**config.mk**
```make
export PLATFORM = sky130hd
export DESIGN_NAME = graphic_unit_scheduler_flat
export DESIGN_NICKNAME = d
export VERILOG_FILES = /design/src/rtl/graphic_unit_scheduler_pkg.sv /design/src/rtl/graphic_unit_scheduler_if.sv /design/src/rtl/graphic_unit_scheduler_table.sv /design/src/rtl/graphic_unit_scheduler.sv /design/src/flat_wrapper.sv
export SDC_FILE = /design/constraint.sdc
export NUM_CORES = 1
export LEC_CHECK = 0
export CORE_ASPECT_RATIO = 0.75
export CORE_MARGIN = 5
export CORE_UTILIZATION = 57
export CTS_CLUSTER_DIAMETER = 30
export DETAILED_ROUTE_END_ITERATION = 6
export GPL_TIMING_DRIVEN = 0
export PLACE_DENSITY_LB_ADDON = 0.1
export SYNTH_ARGS = -nofsm -noshare
export SYNTH_HDL_FRONTEND = slang
export SYNTH_SLANG_ARGS = --single-unit
export TNS_END_PERCENT = 10
```
**constraint.sdc**
```tcl
create_clock -name clk -period 4.7 [get_ports clk]
set_input_delay 0.94 -clock clk [delete_from_list [all_inputs] [get_ports clk]]
set_output_delay 0.94 -clock clk [all_outputs]
set_load 0.01 [all_outputs]
```
**src/rtl/graphic_unit_scheduler_pkg.sv**
```systemverilog
// Shared types for the graphic unit scheduler: FSM states, schedule-entry layout
// and the cfg_wdata field map.
package graphic_unit_scheduler_pkg;

  typedef enum logic [2:0] {
    S_IDLE,
    S_FETCH,
    S_START,
    S_WAIT,
    S_NEXT_LINE,
    S_DONE
  } state_t;

  localparam int MAX_UNITS  = 16;
  localparam int ID_W       = 4;
  localparam int Y_W        = 12;
  localparam int CFG_EN_BIT = 31;
  localparam int CFG_ID_LSB = 24;
  localparam int CFG_YS_LSB = 12;
  localparam int CFG_YE_LSB = 0;

  typedef struct packed {
    logic            en;
    logic [ID_W-1:0] id;
    logic [Y_W-1:0]  y_start;
    logic [Y_W-1:0]  y_end;
  } entry_t;

  localparam int ENTRY_W = $bits(entry_t);

  // cfg_wdata[30:28] are reserved and not stored.
  function automatic entry_t cfg_to_entry(input logic en, input logic [27:0] w);
    entry_t e;
    e.en      = en;
    e.id      = w[CFG_ID_LSB +: ID_W];
    e.y_start = w[CFG_YS_LSB +: Y_W];
    e.y_end   = w[CFG_YE_LSB +: Y_W];
    return e;
  endfunction

endpackage

```
**src/rtl/graphic_unit_scheduler_if.sv**
```systemverilog
// Scheduler <-> graphic unit array bundle: shared dy, start pulses and the
// per-unit done/dx/wr/data return path.
interface graphic_unit_scheduler_if #(
  parameter int N_UNITS = 4
);
  logic [11:0]           dy;
  logic [N_UNITS-1:0]    start;
  logic [N_UNITS-1:0]    unit_done;
  logic [12*N_UNITS-1:0] unit_dx;
  logic [N_UNITS-1:0]    unit_wr;
  logic [N_UNITS-1:0]    unit_data;

  modport master (
    output dy, start,
    input  unit_done, unit_dx, unit_wr, unit_data
  );

  modport slave (
    input  dy, start,
    output unit_done, unit_dx, unit_wr, unit_data
  );
endinterface

```
**src/rtl/graphic_unit_scheduler_table.sv**
```systemverilog
// Schedule table: N_ENTRIES register file, cleared by reset, writable only while
// the scheduler is idle, read combinationally by the walking index.
module graphic_unit_scheduler_table
  import graphic_unit_scheduler_pkg::*;
#(
  parameter int N_ENTRIES = 8,
  parameter int IDX_W     = 3
) (
  input  logic             clk,
  input  logic             reset_n,
  input  logic             busy,
  input  logic             we,
  input  logic [IDX_W-1:0] waddr,
  input  entry_t           wdata,
  input  logic [IDX_W-1:0] raddr,
  output entry_t           rdata
);

  entry_t mem_reg [N_ENTRIES];

  always_ff @(posedge clk or negedge reset_n) begin
    if (!reset_n) begin
      for (int i = 0; i < N_ENTRIES; i++) mem_reg[i] <= '0;
    end else if (we && !busy) begin
      mem_reg[waddr] <= wdata;
    end
  end

  assign rdata = mem_reg[raddr];

endmodule

```
**src/rtl/graphic_unit_scheduler.sv**
```systemverilog
// Frame sequencer for the graphic unit array: walks scanlines and schedule entries,
// starts matching units one at a time and forwards their pixel writes.
module graphic_unit_scheduler
  import graphic_unit_scheduler_pkg::*;
#(
  parameter int N_UNITS   = 4,
  parameter int N_ENTRIES = 8,
  parameter int LINES     = 240,
  parameter int TIMEOUT   = 1023
) (
  input  logic                         clk,
  input  logic                         reset_n,
  input  logic                         frame_start,
  input  logic                         cfg_we,
  input  logic [$clog2(N_ENTRIES)-1:0] cfg_addr,
  input  logic [31:0]                  cfg_wdata,
  graphic_unit_scheduler_if.master     units,
  output logic                         fb_wr,
  output logic [11:0]                  fb_x,
  output logic [11:0]                  fb_y,
  output logic                         fb_data,
  output logic                         busy,
  output logic                         frame_done,
  output logic                         timeout_err
);

  localparam int IDX_W = $clog2(N_ENTRIES);
  localparam int TMR_W = $clog2(TIMEOUT + 1);

  state_t             state_reg;
  logic [IDX_W-1:0]   idx_reg;
  logic [11:0]        dy_reg;
  logic [ID_W-1:0]    cur_id_reg;
  logic [TMR_W-1:0]   timer_reg;
  logic [N_UNITS-1:0] start_reg;
  logic               busy_reg, frame_done_reg, timeout_err_reg;
  logic               fb_wr_reg, fb_data_reg;
  logic [11:0]        fb_x_reg, fb_y_reg;

  entry_t rd_entry;
  logic   entry_hit, idx_last;

  // Unit return signals padded to 16 so the 4-bit id indexes them directly.
  logic [MAX_UNITS-1:0] done_pad, wr_pad, data_pad;
  logic [11:0]          dx_pad [MAX_UNITS];
  logic [N_UNITS-1:0]   id_sel;

  generate
    for (genvar gi = 0; gi < MAX_UNITS; gi++) begin : g_pad
      if (gi < N_UNITS) begin : g_live
        assign done_pad[gi] = units.unit_done[gi];
        assign wr_pad[gi]   = units.unit_wr[gi];
        assign data_pad[gi] = units.unit_data[gi];
        assign dx_pad[gi]   = units.unit_dx[12*gi +: 12];
        assign id_sel[gi]   = (cur_id_reg == ID_W'(gi));
      end else begin : g_tie
        assign done_pad[gi] = 1'b0;
        assign wr_pad[gi]   = 1'b0;
        assign data_pad[gi] = 1'b0;
        assign dx_pad[gi]   = '0;
      end
    end
  endgenerate

  graphic_unit_scheduler_table #(
    .N_ENTRIES(N_ENTRIES),
    .IDX_W    (IDX_W)
  ) u_table (
    .clk    (clk),
    .reset_n(reset_n),
    .busy   (busy_reg),
    .we     (cfg_we),
    .waddr  (cfg_addr),
    .wdata  (cfg_to_entry(cfg_wdata[CFG_EN_BIT], cfg_wdata[27:0])),
    .raddr  (idx_reg),
    .rdata  (rd_entry)
  );

  assign entry_hit = rd_entry.en
                   && ({1'b0, rd_entry.id} < 5'(N_UNITS))
                   && (rd_entry.y_start <= dy_reg)
                   && (dy_reg <= rd_entry.y_end);
  assign idx_last  = (idx_reg == IDX_W'(N_ENTRIES - 1));

  always_ff @(posedge clk or negedge reset_n) begin
    if (!reset_n) begin
      state_reg       <= S_IDLE;
      idx_reg         <= '0;
      dy_reg          <= '0;
      cur_id_reg      <= '0;
      timer_reg       <= '0;
      start_reg       <= '0;
      busy_reg        <= 1'b0;
      frame_done_reg  <= 1'b0;
      timeout_err_reg <= 1'b0;
      fb_wr_reg       <= 1'b0;
      fb_data_reg     <= 1'b0;
      fb_x_reg        <= '0;
      fb_y_reg        <= '0;
    end else begin
      start_reg      <= '0;
      frame_done_reg <= 1'b0;
      fb_wr_reg      <= (state_reg == S_WAIT) && wr_pad[cur_id_reg];
      fb_x_reg       <= dx_pad[cur_id_reg];
      fb_y_reg       <= dy_reg;
      fb_data_reg    <= data_pad[cur_id_reg];
      case (state_reg)
        S_IDLE: if (frame_start) begin
          dy_reg    <= '0;
          idx_reg   <= '0;
          busy_reg  <= 1'b1;
          state_reg <= S_FETCH;
        end
        S_FETCH: begin
          if (entry_hit) begin
            cur_id_reg <= rd_entry.id;
            state_reg  <= S_START;
          end else if (idx_last) begin
            state_reg <= S_NEXT_LINE;
          end else begin
            idx_reg <= idx_reg + 1'b1;
          end
        end
        S_START: begin
          start_reg <= id_sel;
          timer_reg <= '0;
          state_reg <= S_WAIT;
        end
        S_WAIT: begin
          // A done arriving on the timeout cycle takes priority and raises no error.
          if (done_pad[cur_id_reg] || timer_reg == TMR_W'(TIMEOUT)) begin
            if (!done_pad[cur_id_reg]) timeout_err_reg <= 1'b1;
            if (idx_last) begin
              state_reg <= S_NEXT_LINE;
            end else begin
              idx_reg   <= idx_reg + 1'b1;
              state_reg <= S_FETCH;
            end
          end else begin
            timer_reg <= timer_reg + 1'b1;
          end
        end
        S_NEXT_LINE: begin
          if (dy_reg == 12'(LINES - 1)) begin
            state_reg <= S_DONE;
          end else begin
            dy_reg    <= dy_reg + 12'd1;
            idx_reg   <= '0;
            state_reg <= S_FETCH;
          end
        end
        S_DONE: begin
          frame_done_reg <= 1'b1;
          busy_reg       <= 1'b0;
          state_reg      <= S_IDLE;
        end
        default: state_reg <= S_IDLE;
      endcase
    end
  end

  assign units.dy    = dy_reg;
  assign units.start = start_reg;
  assign fb_wr       = fb_wr_reg;
  assign fb_x        = fb_x_reg;
  assign fb_y        = fb_y_reg;
  assign fb_data     = fb_data_reg;
  assign busy        = busy_reg;
  assign frame_done  = frame_done_reg;
  assign timeout_err = timeout_err_reg;

endmodule
```
**src/flat_wrapper.sv**
```systemverilog
// flat-port wrapper written by rule: the top's interface ports become plain ports
module graphic_unit_scheduler_flat import graphic_unit_scheduler_pkg::*;
#(
  parameter int N_UNITS   = 4,
  parameter int N_ENTRIES = 8,
  parameter int LINES     = 240,
  parameter int TIMEOUT   = 1023
)
  (clk, reset_n, frame_start, cfg_we, cfg_addr, cfg_wdata, fb_wr, fb_x, fb_y, fb_data, busy, frame_done, timeout_err, units_dy, units_start, units_unit_done, units_unit_dx, units_unit_wr, units_unit_data);
  graphic_unit_scheduler_if #(.N_UNITS(N_UNITS)) units_i ();
  input  logic clk;
  input  logic reset_n;
  input  logic frame_start;
  input  logic cfg_we;
  input  logic [$clog2(N_ENTRIES)-1:0] cfg_addr;
  input  logic [31:0] cfg_wdata;
  output logic fb_wr;
  output logic [11:0] fb_x;
  output logic [11:0] fb_y;
  output logic fb_data;
  output logic busy;
  output logic frame_done;
  output logic timeout_err;
  output wire logic [$bits(units_i.dy)-1:0] units_dy;
  output wire logic [$bits(units_i.start)-1:0] units_start;
  input wire logic [$bits(units_i.unit_done)-1:0] units_unit_done;
  input wire logic [$bits(units_i.unit_dx)-1:0] units_unit_dx;
  input wire logic [$bits(units_i.unit_wr)-1:0] units_unit_wr;
  input wire logic [$bits(units_i.unit_data)-1:0] units_unit_data;
  assign units_dy = units_i.dy;
  assign units_start = units_i.start;
  assign units_i.unit_done = units_unit_done;
  assign units_i.unit_dx = units_unit_dx;
  assign units_i.unit_wr = units_unit_wr;
  assign units_i.unit_data = units_unit_data;
  graphic_unit_scheduler #(.N_UNITS(N_UNITS), .N_ENTRIES(N_ENTRIES), .LINES(LINES), .TIMEOUT(TIMEOUT)) u_core (.clk(clk), .reset_n(reset_n), .frame_start(frame_start), .cfg_we(cfg_we), .cfg_addr(cfg_addr), .cfg_wdata(cfg_wdata), .units(units_i), .fb_wr(fb_wr), .fb_x(fb_x), .fb_y(fb_y), .fb_data(fb_data), .busy(busy), .frame_done(frame_done), .timeout_err(timeout_err));
endmodule
```
==> results.toml <==
[timing]
rsz0062_at_grt = "no"
fmax_mhz = 227
finalCritPeriodShare_pct = 93.9
layout_min_cycle_time_ns = 4.41
finalSetupTns_ns = 0
finalSetupViolCount = 0
slew_viol_final = 0
timing.slew.headroom_pct = 35.8
fin_skew_ns = 0.0187
worst_slew_pin_slew_ns = 0.964
finalHoldViolations = 0

[floorplanning]
initial_core_util_pct = 57.7
die_y_um = 145
core_um2 = 23800
die_w_um = 189
ioPinCount = 144
num_rows = 49
die_area_um2 = 27400

[logic_synthesis]
syn_inst = 953
ys_warn_count = 0
async_reset_ff_share_pct = 100
synth-seq-cells = 297
netlist-cell-type-count = 52
synth_edf_count = 0
synth_fp_nets = 1080
yosysSeqAreaShare_pct = 54.0
synthFlopType = "dfrtp_1"
netlist_area_um2 = 13800
syn_area_per_cell_um2 = 14.4

[drt]
drt-vias-per-instance = 5.91
vias = 8808
dr.pass1.iters = 5
first_iter_violations = 529
antenna_left = 0
wire_per_inst_um = 22.4
wl_um = 33400
drc = 0

[power]
power_density_nw_per_um2 = 585
ir_worst_vdd_mv = 0.418
p_leak_nw = 8.20

[critical_path]
required_ns = 5.16
end_kind = "register"
worst_path_largest_cell_delay_ns = 0.66
path_class = "reg -> reg"
start_kind = "register"
cp.arrival_ns = 4.87
critPathMaxFanout = 10
crit_chain = "clkbuf_1, clkbuf_1, mux4_2, nand2_1, nand2_1, ha_1, nor2b_1, o211ai_1, a211o_1, a31oi_1, nor4_2, a21oi_1, mux2i_1"
startpoint = "u_core.idx_reg[1]"
r2r_setup_slack_ns = 0.29
timing.rr.start = "u_core.idx_reg[1]"
critPathSlowestCell = "clkbuf_1"
path_buf_inv = 2
cp_top_family = "buffers and inverters"

[layout]
layout_common_cells = "297 x dfrtp_1, 229 x mux2_2, 139 x clkdlybuf4s50_1"
final_common_cell = "dfrtp_1"
n_antenna_cell = 0
fin_nets = 1272
area_growth_pct = 26.6
fin_area_um2 = 17400
largest_register_ffs = 232
drive_gt1_share_pct = 34.8

[place]
gp_congestion = 0.833
dpl-instance-area_um2 = 15600
hpwlAfterDp_um = 22000
io_buffers = 140

[clocking]
cts_setup_buffers = 0
clock-root-buffer = "clkbuf_16"
clock_latency_ns = 0.55
ctsHoldBuffers = 0
htreeDepth = 2
clock-sinks = 297
cts_resized = 0
cts_buffers = 48
path_clk_slew_ns = 0.05
cts_max_path_buffers = 3
cts_tree = "done"

[min_path]
timing.hold.worst.class = "in -> async"

[global_route]
grt_start_max_net_pins = 126
grt_pass1_vias = 9300
grt_use_total_pct = 25.4
grt_pass1_wl_um = 53600
globalRouteOverflowTotal = 0
antenna_found_initial = 0

[outcome]
status = "complete, no violations"

[flow_run]
cap_violations = 0
==> layer usage <==
layer  track usage [%]  wire [um]  part of all wire (%)  vias up
li1                  -          -                     -     3925
met1              37.5      15500                    46     4610
met2              39.8      15600                    47      226
met3              4.87       1770                   5.3       47
met4              6.32        628                   1.9        0
met5                 0          0                     0        -
==> metrics by stage <==
stage / instances / util, % / worst slack, ns / total power [W] / hold WS (ns)
finish: 1491 / 73.0 / 0.289 / 0.0102 / 0.330
CTS: 1491 / 73.0 / 0.129 / 0.0103 / 0.326
floorplan: 953 / - / 1.08 / 0.00544 / 0.454
detailed placement: 1401 / 65.4 / 0.160 / 0.00634 / 0.478
global placement: 1399 / 65.2 / -10.08 / 0.00624 / 0.470
global route: 1491 / 73.0 / 0.0632 / 0.0107 / 0.352
==> worst reg2reg max path: stages (launching register included) <==
cell,delay (ns)
dfrtp_1,0.52
clkbuf_1,0.62
clkbuf_1,0.66
mux4_2,0.41
nand2_1,0.08
nand2_1,0.12
ha_1,0.31
nor2b_1,0.15
o211ai_1,0.11
a211o_1,0.27
a31oi_1,0.39
nor4_2,0.15
a21oi_1,0.33
mux2i_1,0.22
==> logic make-up (layout without fill, tap and decap cells) <==
family	count (synthesis)	after routing	share of synthesized area [%]
adder cells (fa/ha/maj)	28	28	2.55
XOR/XNOR	17	17	1.08
multiplexers	315	315	31.4
buffers and inverters	72	304	2.06
AO/OA/AOI/OAI	45	45	2.09
flip-flops	297	297	54.0
AND/OR/NAND/NOR	179	179	6.83
==> Yosys cell counts, types with 2 or more instances <==
cell type	number	share of area [%]
dfrtp_1	297	54
mux2_2	229	19
mux4_2	70	11
nand2_1	64	1.7
clkbuf_1	30	0.82
ha_1	28	2.5
nor2_1	24	0.65
inv_1	20	0.55
and2_1	16	0.73
mux2i_1	16	1.2
buf_1	15	0.41
nand3_1	15	0.55
a21oi_1	13	0.47
nand4_1	11	0.50
o21ai_0	11	0.40
xnor2_1	11	0.70
nand2b_1	9	0.41
nor3_1	8	0.29
xor2_1	6	0.38
buf_2	5	0.18
nor3b_1	5	0.27
and4_1	4	0.25
nor2b_1	4	0.18
and3_1	3	0.14
o211ai_1	3	0.16
nand3b_1	2	0.11
nand4b_1	2	0.13
nor4_1	2	0.091
nor4b_1	2	0.13
o21ai_1	2	0.073
o221a_2	2	0.16
o221ai_1	2	0.13
o22ai_1	2	0.091
or3_1	2	0.091
==> final timing paths <==
| path | to | cells after the start |
|---|---|---|
| max | u_core.idx_reg[1] | 13 |
| min | u_core.fb_y[3] | 1 |
| max reg2reg | u_core.idx_reg[1] | 13 |
| min reg2reg | u_core.cur_id_reg[2] | 1 |
| max in group asynchronous | u_core.u_table.mem_reg[162] | 2 |
| min in group clk | u_core.cur_id_reg[2] | 1 |
==> layout make-up <==
| type | count | area (um^2) |
|---|---|---|
| plain buffers | 51 | 213 |
| clock buffers | 54 | 1300 |
| clock inverters | 36 | 508 |
| fillers | 1593 | 6430 |
| inverters | 21 | 78.8 |
| multi-input cells | 584 | 6040 |
| flip-flops and latches | 297 | 7430 |
| well taps | 306 | 383 |
| repair buffers | 142 | 1460 |
==> power breakdown <==
group          switching (W)  internal, W  leakage (nW)
logic                0.00125      0.00145          3.28
registers           0.000359      0.00327          4.04
clock network        0.00129      0.00256         0.875
total                0.00290      0.00728          8.20
Power figures use the tool's default switching activity.
